==> src/rtl/dpy_arbiter.sv <==
// rtl/dpy_arbiter.sv - display arbiter: fixed-priority grant with timed message lock (optional dp blink via DPY_ARB_BLINK_EN)
module dpy_arbiter #(
    parameter int unsigned HOLD_CYCLES  = 50_000_000,
    parameter int unsigned BLINK_PERIOD = 12_500_000
) (
    input  logic        clk,
    input  logic        rst_n,
    input  logic [2:0]  req_valid,
    input  logic [31:0] req_number0,
    input  logic [31:0] req_number1,
    input  logic [31:0] req_number2,
    input  logic [7:0]  req_dp0,
    input  logic [7:0]  req_dp1,
    input  logic [7:0]  req_dp2,
    output logic [2:0]  req_ready,
    output logic [31:0] number,
    output logic [7:0]  dp,
    output logic [1:0]  owner,
    output logic        locked
);

    typedef enum logic {
        OPEN = 1'b0,
        LOCK = 1'b1
    } state_t;

    state_t      state;
    state_t      state_next;
    logic [31:0] hold_cnt;
    logic [31:0] hold_cnt_next;
    logic [2:0]  xfer;
    logic [7:0]  dp_q;

    // Grant: highest valid index wins in OPEN; only the message may pre-empt a lock
    always_comb begin
        req_ready = 3'b000;
        if (rst_n) begin
            if (state == LOCK) begin
                req_ready[2] = req_valid[2];
            end else if (req_valid[2]) begin
                req_ready = 3'b100;
            end else if (req_valid[1]) begin
                req_ready = 3'b010;
            end else if (req_valid[0]) begin
                req_ready = 3'b001;
            end
        end
    end

    assign xfer   = req_valid & req_ready;
    assign locked = (state == LOCK);

    // Next state: a message (re)starts the lock, otherwise the lock runs out after HOLD_CYCLES
    always_comb begin
        state_next    = state;
        hold_cnt_next = hold_cnt;
        if (xfer[2]) begin
            state_next    = LOCK;
            hold_cnt_next = 32'd0;
        end else if (state == LOCK) begin
            if (hold_cnt == 32'(HOLD_CYCLES - 1)) begin
                state_next    = OPEN;
                hold_cnt_next = 32'd0;
            end else begin
                hold_cnt_next = hold_cnt + 32'd1;
            end
        end
    end

    // State and hold counter registers
    always_ff @(posedge clk) begin
        if (!rst_n) begin
            state    <= OPEN;
            hold_cnt <= 32'd0;
        end else begin
            state    <= state_next;
            hold_cnt <= hold_cnt_next;
        end
    end

    // Display payload latches only on a transfer; the display is never blanked
    always_ff @(posedge clk) begin
        if (!rst_n) begin
            number <= 32'd0;
            dp_q   <= 8'd0;
            owner  <= 2'd0;
        end else if (xfer[2]) begin
            number <= req_number2;
            dp_q   <= req_dp2;
            owner  <= 2'd2;
        end else if (xfer[1]) begin
            number <= req_number1;
            dp_q   <= req_dp1;
            owner  <= 2'd1;
        end else if (xfer[0]) begin
            number <= req_number0;
            dp_q   <= req_dp0;
            owner  <= 2'd0;
        end
    end

`ifdef DPY_ARB_BLINK_EN
    logic [31:0] blink_cnt;
    logic        blink_phase;

    // Blink phase toggles every BLINK_PERIOD cycles of a lock; cleared outside LOCK and on restart
    always_ff @(posedge clk) begin
        if (!rst_n || xfer[2] || state_next != LOCK) begin
            blink_cnt   <= 32'd0;
            blink_phase <= 1'b0;
        end else if (blink_cnt == 32'(BLINK_PERIOD - 1)) begin
            blink_cnt   <= 32'd0;
            blink_phase <= ~blink_phase;
        end else begin
            blink_cnt <= blink_cnt + 32'd1;
        end
    end

    assign dp = dp_q | {8{blink_phase}};
`else
    assign dp = dp_q;
`endif

endmodule

==> config.mk <==
export PLATFORM = sky130hd
export DESIGN_NAME = dpy_arbiter
export DESIGN_NICKNAME = d
export VERILOG_FILES = /design/src/rtl/dpy_arbiter.sv
export SDC_FILE = /design/constraint.sdc
export NUM_CORES = 1
export LEC_CHECK = 0
export ABC_CLOCK_PERIOD_IN_PS = 5200
export CAP_MARGIN = 15
export CORE_AREA = 2 2 90 135
export CTS_BUF_LIST = sky130_fd_sc_hd__clkbuf_8
export DETAILED_ROUTE_END_ITERATION = 8
export DIE_AREA = 0 0 92 137
export PLACE_DENSITY = 0.74
export RECOVER_POWER = 50
export SYNTH_ARGS = -nofsm -noshare
export SYNTH_HDL_FRONTEND = slang
export SYNTH_SLANG_ARGS = --single-unit
==> constraint.sdc <==
create_clock -name clk -period 5.2 [get_ports clk]
set_input_delay 0.78 -clock clk [delete_from_list [all_inputs] [get_ports clk]]
set_output_delay 0.78 -clock clk [all_outputs]
set_load 0.005 [all_outputs]
### Word level (Yosys, flattened, before mapping)

Index checks and enable logic that the tools add are counted.

* add/subtract/negate cells: 1
* equality and inequality tests: 1
* muxes and demuxes: 19
* bitwise operators: 2
* reduce and logical (&&, ||, !) cells: 3

Operators by type and width (number)
* $mux 32: 4
* $add 32x1->32 const B: 1
* $eq 32x26->1 const B: 1
* $mux 8: 3
* $mux 3: 3
* $mux 2: 4
* $mux 1: 5
* $and 3x3->3: 1
* $reduce_bool 3->1: 1
* $reduce_bool 2->1: 1
* $reduce_or 2->1: 1
* $not 1->1: 1

* flip-flop bits (word level): 75
* input port bits: 125
* output and inout bits: 46
* word-level logic and storage cells: 32

### Logic depth before layout (Yosys ltp)

Gate-level depths: netlist of run 1.

* word-level depth: 9
* gate-level depth with buffers: 8
* depth with buffers taken out: 6

### Worst setup path after synthesis of run 1

OpenSTA, ideal clock, no wires.

* kind: in2out
* from: input rst_n
* to: output req_ready[1]
* data arrival time: 1.502 ns
* required time: 4.420 ns
* slack: 2.918 ns
* stages on the path: 4
* buffers on the path: 2
* cell sequence: nor2b_1 -> and2_1 -> clkbuf_1 -> buf_2

* word-level cells in the longest chain between the ends: 1

Ends and longest elaborated chain
* from (decl): RTL line 7 `input logic rst_n,`
* $mux 3: RTL line 37 `if (rst_n) begin`
* to (decl): RTL line 15 `output logic [2:0] req_ready,`

Every way passes these cells.

### Worst setup path after layout of run 1

* from: input rst_n
* to: output req_ready[0]

Same word-level chain as after synthesis.

==> results of run 1 <==
cell families after synthesis:
kind of cell    after synthesis  synth area share, %
simple gates                141                19.31
compound gates              101                18.36
flops                        75                40.87
mux                          41                11.17
buf+inv                      33                4.462
xor+xnor                     23                5.484
fa+ha+maj                     1               0.3405
through the flow:
stage / power (W) / instance area [sq um]
6_report: 0.001297 / 5624
5_1_grt: 0.001362 / 5624
4_1_cts: 0.001324 / 5635
3_5_place_dp: 0.0008802 / 5440
3_3_place_gp: 0.0008734 / 5440
2_1_floorplan: 0.0007144 / 3674
worst register-to-register path: cells and delay by family (launching register included):
kind | cells | cell delay (ps)
simple gates | 4 | 1270
compound gates | 1 | 770
flops | 1 | 360
power by group through the flow:
stage,clock [W],sequential (W),combinational (W)
finish,0.000444,0.000615,0.000238
global route,0.000482,0.000619,0.000260
CTS,0.000456,0.000617,0.000252
detailed placement,0,0.000629,0.000251
global placement,0,0.000629,0.000245
floorplan,0,0.000629,0.0000849
area by class of cell:
type | instances | area [sq um] | share of cell area (%)
Clock inverter | 6 | 57.56 | 1.023
Clock buffer | 10 | 137.6 | 2.447
Tap cell | 150 | 187.7 | 3.337
Sequential cell | 75 | 1501 | 26.70
Timing Repair Buffer | 173 | 1719 | 30.57
Inverter | 4 | 15.01 | 0.2670
Multi-Input combinational cell | 307 | 2006 | 35.66
registers in the layout, summed over array words and instances, names as in the netlist:
name	cells
dp	8
hold_cnt	32
locked	1
number	32
owner	2
worst min path at each step:
| stage | slack [ps] | startpoint | to |
|---|---|---|---|
| floorplan | 450 | hold_cnt[31] | hold_cnt[31] |
| finish | 470 | number[7] | number[7] |
| global route | 490 | number[11] | number[11] |
| CTS | 480 | number[22] | number[22] |
| detailed placement | 460 | number[0] | number[0] |
| global placement | 460 | number[8] | number[8] |
routing by layer:
metal | up-vias | share of wire, %
met5 | - | 0
li1 | 1807 | -
met2 | 128 | 55
met4 | 0 | 2.2
met1 | 1686 | 37
met3 | 19 | 6.2
placed cells by master, fill, tap and decap left out, types with 3 or more instances in the layout:
master	count
a21oi_1	8
a22o_1	40
and3_1	5
buf_4	3
clkbuf_8	10
clkdlybuf4s50_1	124
dfxtp_1	75
dlygate4sd3_1	45
inv_1	6
mux2i_1	41
nand2_1	52
nand3_1	6
nand4_1	16
nor2_1	29
nor3_1	4
nor4_1	3
o21ai_0	46
or3_1	6
xnor2_1	4
xor2_1	19
==> impl_metrics.json, run 1 <==
{
  "status": "finished, final reports clean",
  "rows": 48,
  "grt_max_degree": 77,
  "cp_num_buf_inv": 2,
  "syn_to_final_growth_pct": 53.10,
  "rsz0062_at_grt": "false",
  "rr_endpoint": "hold_cnt[2]",
  "internal-power_w": 0.0009854,
  "routed_wl_mm": 10.49,
  "cts_hold_buf": 0,
  "die_w_microns": 92,
  "clockBufferDepth": 2,
  "gp_congestion": 0.8370,
  "synth_common_cells": "dfxtp_1, nand2_1, o21ai_0",
  "grt.busiest_layer": "met2",
  "portBuffers": 170,
  "n_antenna_cell": 0,
  "drive_gt1_share_pct": 3.826,
  "antenna_found_initial": 0,
  "dp_cells": 709,
  "crit_type": "in2out",
  "insertion_delay_ps": 350,
  "route.detailed.drc": 0,
  "synthArstFlopShare_pct": 0,
  "via_count": 3640,
  "power_frac_seq_pct": 47.4,
  "fin_cells": 725,
  "hold_class": "reg2reg",
  "synth_nets": 541,
  "finalCoreUtilization_pct": 49.29,
  "cts.sinks": 75,
  "pre_cts_ws_ps": 2036,
  "fin_crit_ps": 3253,
  "synth_most_common_cell": "dfxtp_1",
  "synth_flop_cell": "dfxtp_1",
  "maxSlewHeadroom_pct": 35.53,
  "use_met1_pct": 17.88,
  "cp_num_cells": 4,
  "die_h_microns": 137,
  "routed_via_density": 5.021,
  "startpoint_type": "input pin",
  "ant_nets": 0,
  "cts_setup_buffers": 0,
  "ys_top_cells_by_area": "dfxtp_1, mux2i_1, a22o_1",
  "first_global_vias": 3745,
  "pwr_density_cell_nw_per_um2": 230.6,
  "r2r-start": "hold_cnt[9]",
  "io_pins": 171,
  "p_switching_w": 0.0003118,
  "critPathCapture": "req_ready[0]",
  "crit_fanout": 8,
  "clkPwrFrac_pct": 34.2,
  "cts_tree": "yes",
  "p_leak_nw": 2.112,
  "grtUsageTotal_pct": 16.93,
  "cp_top_family": "buffers and inverters",
  "r2r_cells": 5,
  "met2_usage_pct": 31.62,
  "cts_made_buffers": 9,
  "holdWs_ps": 474.0,
  "fmax_mhz": 307.4,
  "grt_pass1_wl_mm": 17.10,
  "netlist_area_sq_um": 3674,
  "routedWlPerCell_microns": 14.47,
  "ys_seq_area_share_pct": 40.87,
  "dpl.hpwl_mm": 7.918,
  "cts_htree_levels": 3,
  "synth_edf_count": 0,
  "avgSynthCellArea_sq_um": 8.852,
  "netlist_instances": 415,
  "fillers": 1102,
  "switching_share_pct": 24.03,
  "tightest_slew_ps": 964.8,
  "coreArea_sq_um": 11410,
  "reg2reg_slack_ps": 2640,
  "worstPathRequired_ps": 4420,
  "ys_ff_latch": 75,
  "skew_ps": 8.815,
  "crit_arrival_ps": 2470,
  "gr-total-overflow": 0,
  "cpPeakStageDelay_ps": 650,
  "ctsResizeCount": 0,
  "cts_root_buf": "clkbuf_8",
  "comb_power_share_pct": 18.3,
  "initial_core_util_pct": 32.19,
  "ys_types": 43,
  "layout.nets": 696,
  "hold_depth": 1,
  "yosys.area.top_type": "dfxtp_1",
  "fin_crit_sh_pct": 62.56,
  "crit_path_start": "rst_n",
  "finalHoldViolations": 0,
  "die_area_sq_um": 12600,
  "drv_cap": 0,
  "synth-warning-count": 0,
  "synth_top_cell_area_share_pct": 40.87,
  "vdd_drop_max_mv": 0.09770,
  "drtIter0Drc": 175,
  "clkTransAtPathRegs_ps": 70,
  "drv_slew": 0,
  "crit_path_end_kind": "primary output",
  "fin_ws_ps": 1947,
  "finalSetupViolations": 0,
  "grt_use_met3_pct": 3.744,
  "slowest_stage": "dlygate4sd3_1",
  "path_cells": "dlygate4sd3_1 > nand2_1 > nor3_1 > clkdlybuf4s50_1",
  "first_pass_iters": 4,
  "setup_tns_ps": 0
}
Power figures use the tool's default switching activity.
==> run 2, diff against run 1 <==
- ABC_CLOCK_PERIOD_IN_PS: 5200 -> 3300
- clock period: 5.2 -> 3.3 ns (I/O delays scaled with it)
==> run 2 against run 1 <==
Net effect: sequential power grew 58%; count of clock-buffer cells in the layout grew 2; design area grew 1.8%; utilization grew 0.87 points; clock power grew 100%; non-clock buffer count grew 3; final cell count grew 0.41%; die area is the same.
==> impl_metrics.json, run 2 (synthesis results as in run 1) <==
{
  "hp-start": "number[26]",
  "antenna_found_initial": 0,
  "r2r-start": "locked",
  "setup_tns_ps": 0,
  "routedWlPerCell_microns": 14.27,
  "fin_ws_ps": 554.9,
  "ant_nets": 0,
  "rows": 48,
  "ctsResizeCount": 0,
  "clockBufferDepth": 2,
  "pwr_density_cell_nw_per_um2": 391.5,
  "insertion_delay_ps": 360,
  "drv_cap": 0,
  "crit_arrival_ps": 2250,
  "hold_class": "reg2reg",
  "grtUsageTotal_pct": 16.64,
  "routed_via_density": 4.968,
  "r2r_cells": 5,
  "fin_crit_sh_pct": 83.19,
  "cts_htree_levels": 3,
  "finalSetupViolations": 0,
  "worstPathRequired_ps": 2800,
  "drive_gt1_share_pct": 4.498,
  "gp_congestion": 0.8045,
  "vdd_drop_max_mv": 0.1973,
  "p_leak_nw": 2.159,
  "finalHoldViolations": 0,
  "clkTransAtPathRegs_ps": 70,
  "cts_root_buf": "clkbuf_8",
  "path_cells": "dlygate4sd3_1 > nor2b_1 > and2_0 > clkdlybuf4s50_1",
  "io_pins": 171,
  "crit_path_start": "rst_n",
  "gr-total-overflow": 0,
  "cts_tree": "yes",
  "fin_crit_ps": 2745,
  "rsz0062_at_grt": "false",
  "die_w_microns": 92,
  "initial_core_util_pct": 32.19,
  "first_pass_iters": 4,
  "cts_hold_buf": 0,
  "grt_pass1_wl_mm": 16.72,
  "crit_type": "in2out",
  "cts_setup_buffers": 0,
  "crit_path_end_kind": "primary output",
  "maxSlewHeadroom_pct": 52.58,
  "via_count": 3617,
  "drv_slew": 0,
  "pre_cts_ws_ps": 727.1,
  "routed_wl_mm": 10.39,
  "final_cell_mix": "clkdlybuf4s50_1, dfxtp_1, nand2_1",
  "fmax_mhz": 364.3,
  "first_global_vias": 3658,
  "layout.nets": 699,
  "rr_endpoint": "hold_cnt[27]",
  "tightest_slew_ps": 704.8,
  "route.detailed.drc": 0,
  "crit_fanout": 6,
  "slowest_stage": "dlygate4sd3_1",
  "mostFrequentLayoutCell": "clkdlybuf4s50_1",
  "coreArea_sq_um": 11410,
  "skew_ps": 12.29,
  "n_antenna_cell": 0,
  "hold_depth": 1,
  "portBuffers": 170,
  "dpl.hpwl_mm": 7.889,
  "reg2reg_slack_ps": 830,
  "die_h_microns": 137,
  "grt_max_degree": 78,
  "status": "finished, final reports clean",
  "die_area_sq_um": 12600,
  "cts_made_buffers": 9,
  "min_to": "number[26]",
  "syn_to_final_growth_pct": 55.79,
  "startpoint_type": "input pin",
  "cts.sinks": 75,
  "drtIter0Drc": 106,
  "cpPeakStageDelay_ps": 650
}
-- run 2: cell count changes in the layout (fill, tap and decap cells not counted), sizes merged --
cell and change:
buf +3, bufinv +2, clkbuf +2, clkinvlp -2
inv -2
-- run 2: worst max path at each step --
stage | endpoint | cells past startpoint | slack, ps
floorplan | hold_cnt[10] | 7 | 1380
global placement | req_ready[1] | 4 | 760
detailed placement | req_ready[1] | 4 | 730
CTS | req_ready[1] | 4 | 730
global route | req_ready[1] | 4 | 460
finish | req_ready[1] | 4 | 550
-- run 2: layout make-up --
type	instances	area, sq um
Clock buffer	12	165.2
Clock inverter	4	95.09
Fill cell	1072	5688
Inverter	4	15.01
Multi-Input combinational cell	307	2004
Sequential cell	75	1501
Tap cell	150	187.7
Timing Repair Buffer	176	1754
-- run 2: routing by layer --
layer	wire length [microns]	track usage [%]	share of wire, %
met5	0	0	0
met4	253	6.965	2.4
met3	606	4.846	5.8
met2	5404	30.64	52
met1	4122	17.60	40
-- run 2: worst max-delay path: cells and delay by family --
| kind | cells | cell delay, ps |
|---|---|---|
| buffers and inverters | 2 | 1200 |
| and+or+nand+nor | 2 | 550 |
-- run 2: metrics by stage --
| step | power, W | instances | utilization, % | hold slack, ps | area [sq um] |
|---|---|---|---|---|---|
| 2_1_floorplan | 0.001126 | 415 | - | 452.7 | 3674 |
| 3_3_place_gp | 0.001381 | 712 | 47.98 | 460.7 | 5475 |
| 3_5_place_dp | 0.001389 | 712 | 47.98 | 462.6 | 5475 |
| 4_1_cts | 0.002289 | 728 | 50.26 | 484.9 | 5736 |
| 5_1_grt | 0.002348 | 728 | 50.15 | 484.6 | 5723 |
| 6_report | 0.002241 | 728 | 50.15 | 471.6 | 5723 |
-- run 2: report_power, final --
part,internal (W),leakage (nW),switching [W]
Sequential,0.000947,0.614,0.0000231
Clock,0.000563,0.133,0.000329
Combinational,0.000246,1.41,0.000132
Total,0.00176,2.16,0.000485
==> run 3, diff against run 2 <==
- ABC_CLOCK_PERIOD_IN_PS: 3300 -> 2900
- clock period: 3.3 -> 2.9 ns (I/O delays scaled with it)
==> run 3 against run 2 <==
Net effect: worst setup slack lost 360 ps; critical path type unchanged; flip-flop and latch count is the same; utilization shrank 0.20 points; non-clock buffer count grew 3; first-iteration DRC count grew 53%; hold slack lost 10 ps; final cell count grew 0.41%; critical path depth is the same; critical endpoint unchanged; design area shrank 0.39%.
==> impl_metrics.json, run 3 (synthesis results as in run 1) <==
{
  "clkTransAtPathRegs_ps": 80,
  "dr_wl_met3_microns": 724,
  "route.detailed.drc": 0,
  "gp_congestion": 0.8365,
  "antenna_found_initial": 0,
  "fillers": 1105,
  "ant_nets": 0,
  "routed_wl_mm": 10.55,
  "first_pass_iters": 4,
  "first_global_vias": 3695,
  "fmax_mhz": 369.5,
  "drv_cap": 0,
  "cts_tree": "yes",
  "slowest_stage": "dlygate4sd3_1",
  "drive_gt1_share_pct": 4.991,
  "crit_fanout": 6,
  "via_count": 3634,
  "status": "finished, final reports clean",
  "crit_type": "in2out",
  "portBuffers": 170,
  "maxSlewHeadroom_pct": 46.29,
  "final_cell_mix": "clkdlybuf4s50_1, dfxtp_1, nand2_1",
  "cts_setup_buffers": 0,
  "path_cells": "dlygate4sd3_1 > nor2b_1 > and2_2 > clkdlybuf4s50_1",
  "routed_via_density": 4.971,
  "cpPeakStageDelay_ps": 620,
  "hold_class": "in2reg",
  "cp_top_family": "buffers and inverters",
  "tightest_slew_ps": 804.0,
  "routedWlPerCell_microns": 14.43,
  "layout.nets": 702,
  "finalHoldViolations": 0,
  "crit_path_end_kind": "primary output",
  "rsz0062_at_grt": "false",
  "crit_arrival_ps": 2270,
  "die_area_sq_um": 12600,
  "hp-start": "req_valid[2]",
  "grt_max_degree": 78,
  "startpoint_type": "input pin",
  "cts_made_buffers": 9,
  "fin_cells": 731,
  "ctsResizeCount": 0,
  "dp_cells": 715,
  "setup_tns_ps": 0,
  "io_pins": 171,
  "routedLengthMet1_mm": 3.967,
  "die_w_microns": 92,
  "crit_path_start": "rst_n",
  "grtUsageTotal_pct": 16.93,
  "cp_num_buf_inv": 2,
  "cts_root_buf": "clkbuf_8",
  "insertion_delay_ps": 360,
  "rows": 48,
  "worstPathRequired_ps": 2470,
  "gr-total-overflow": 0,
  "vdd_drop_max_mv": 0.1877,
  "mostFrequentLayoutCell": "clkdlybuf4s50_1",
  "fin_crit_sh_pct": 93.32,
  "coreArea_sq_um": 11410,
  "r2r-start": "locked",
  "grt_pass1_wl_mm": 17.08,
  "finalCoreUtilization_pct": 49.96,
  "pwr_density_cell_nw_per_um2": 415.1,
  "n_antenna_cell": 0,
  "fin_crit_ps": 2706,
  "cts_hold_buf": 0,
  "cts.sinks": 75,
  "dpl.hpwl_mm": 8.188,
  "drv_slew": 0,
  "p_leak_nw": 2.144,
  "syn_to_final_growth_pct": 55.18,
  "routed.top_layer": "met4",
  "drtIter0Drc": 162,
  "pre_cts_ws_ps": 285.7,
  "clockBufferDepth": 2,
  "finalSetupViolations": 0,
  "initial_core_util_pct": 32.19,
  "fin_ws_ps": 193.6,
  "die_h_microns": 137,
  "skew_ps": 12.08,
  "cts_htree_levels": 3,
  "wl_met2_mm": 5.677
}
==> run 3: worst min-delay path: stages <==
cell      delay, ps
buf_2           160
inv_1            90
a21boi_0         90
==> run 3: layout make-up <==
class | count | area [sq um] | share of cell area (%)
timing repair buffer | 179 | 1785 | 31.32
clock inverter | 7 | 81.33 | 1.427
clock buffer | 9 | 123.9 | 2.173
inverter | 4 | 15.01 | 0.2634
sequential | 75 | 1501 | 26.34
tap | 150 | 187.7 | 3.292
multi-input combinational | 307 | 2006 | 35.18
==> run 3: metal layers <==
metal / vias up / track usage [%]
met5: - / 0
met4: 0 / 5.390
met3: 13 / 5.837
met2: 116 / 31.09
met1: 1691 / 18.10
li1: 1814 / -
==> run 3: power breakdown <==
group	switching [W]	internal (W)	total (W)	leakage [nW]
clock	0.000419	0.000409	0.000827	0.101
sequential	0.0000276	0.00108	0.00110	0.614
combinational	0.000151	0.000283	0.000434	1.43
total	0.000597	0.00177	0.00237	2.14
==> run 3: through the flow <==
step	total power [W]	hold WS (ps)	area (sq um)
2_1_floorplan	0.001281	452.7	3674
4_1_cts	0.002418	442.3	5715
3_5_place_dp	0.001586	465.5	5510
3_3_place_gp	0.001577	459.8	5510
5_1_grt	0.002484	472.3	5700
6_report	0.002366	461.3	5700
==> run 3: final timing paths <==
check	end	slack (ps)	depth (start not counted)
max	req_ready[1]	190	4
min reg2reg	dp[1]	480	1
max reg2reg	hold_cnt[27]	340	5
min	owner[1]	460	3
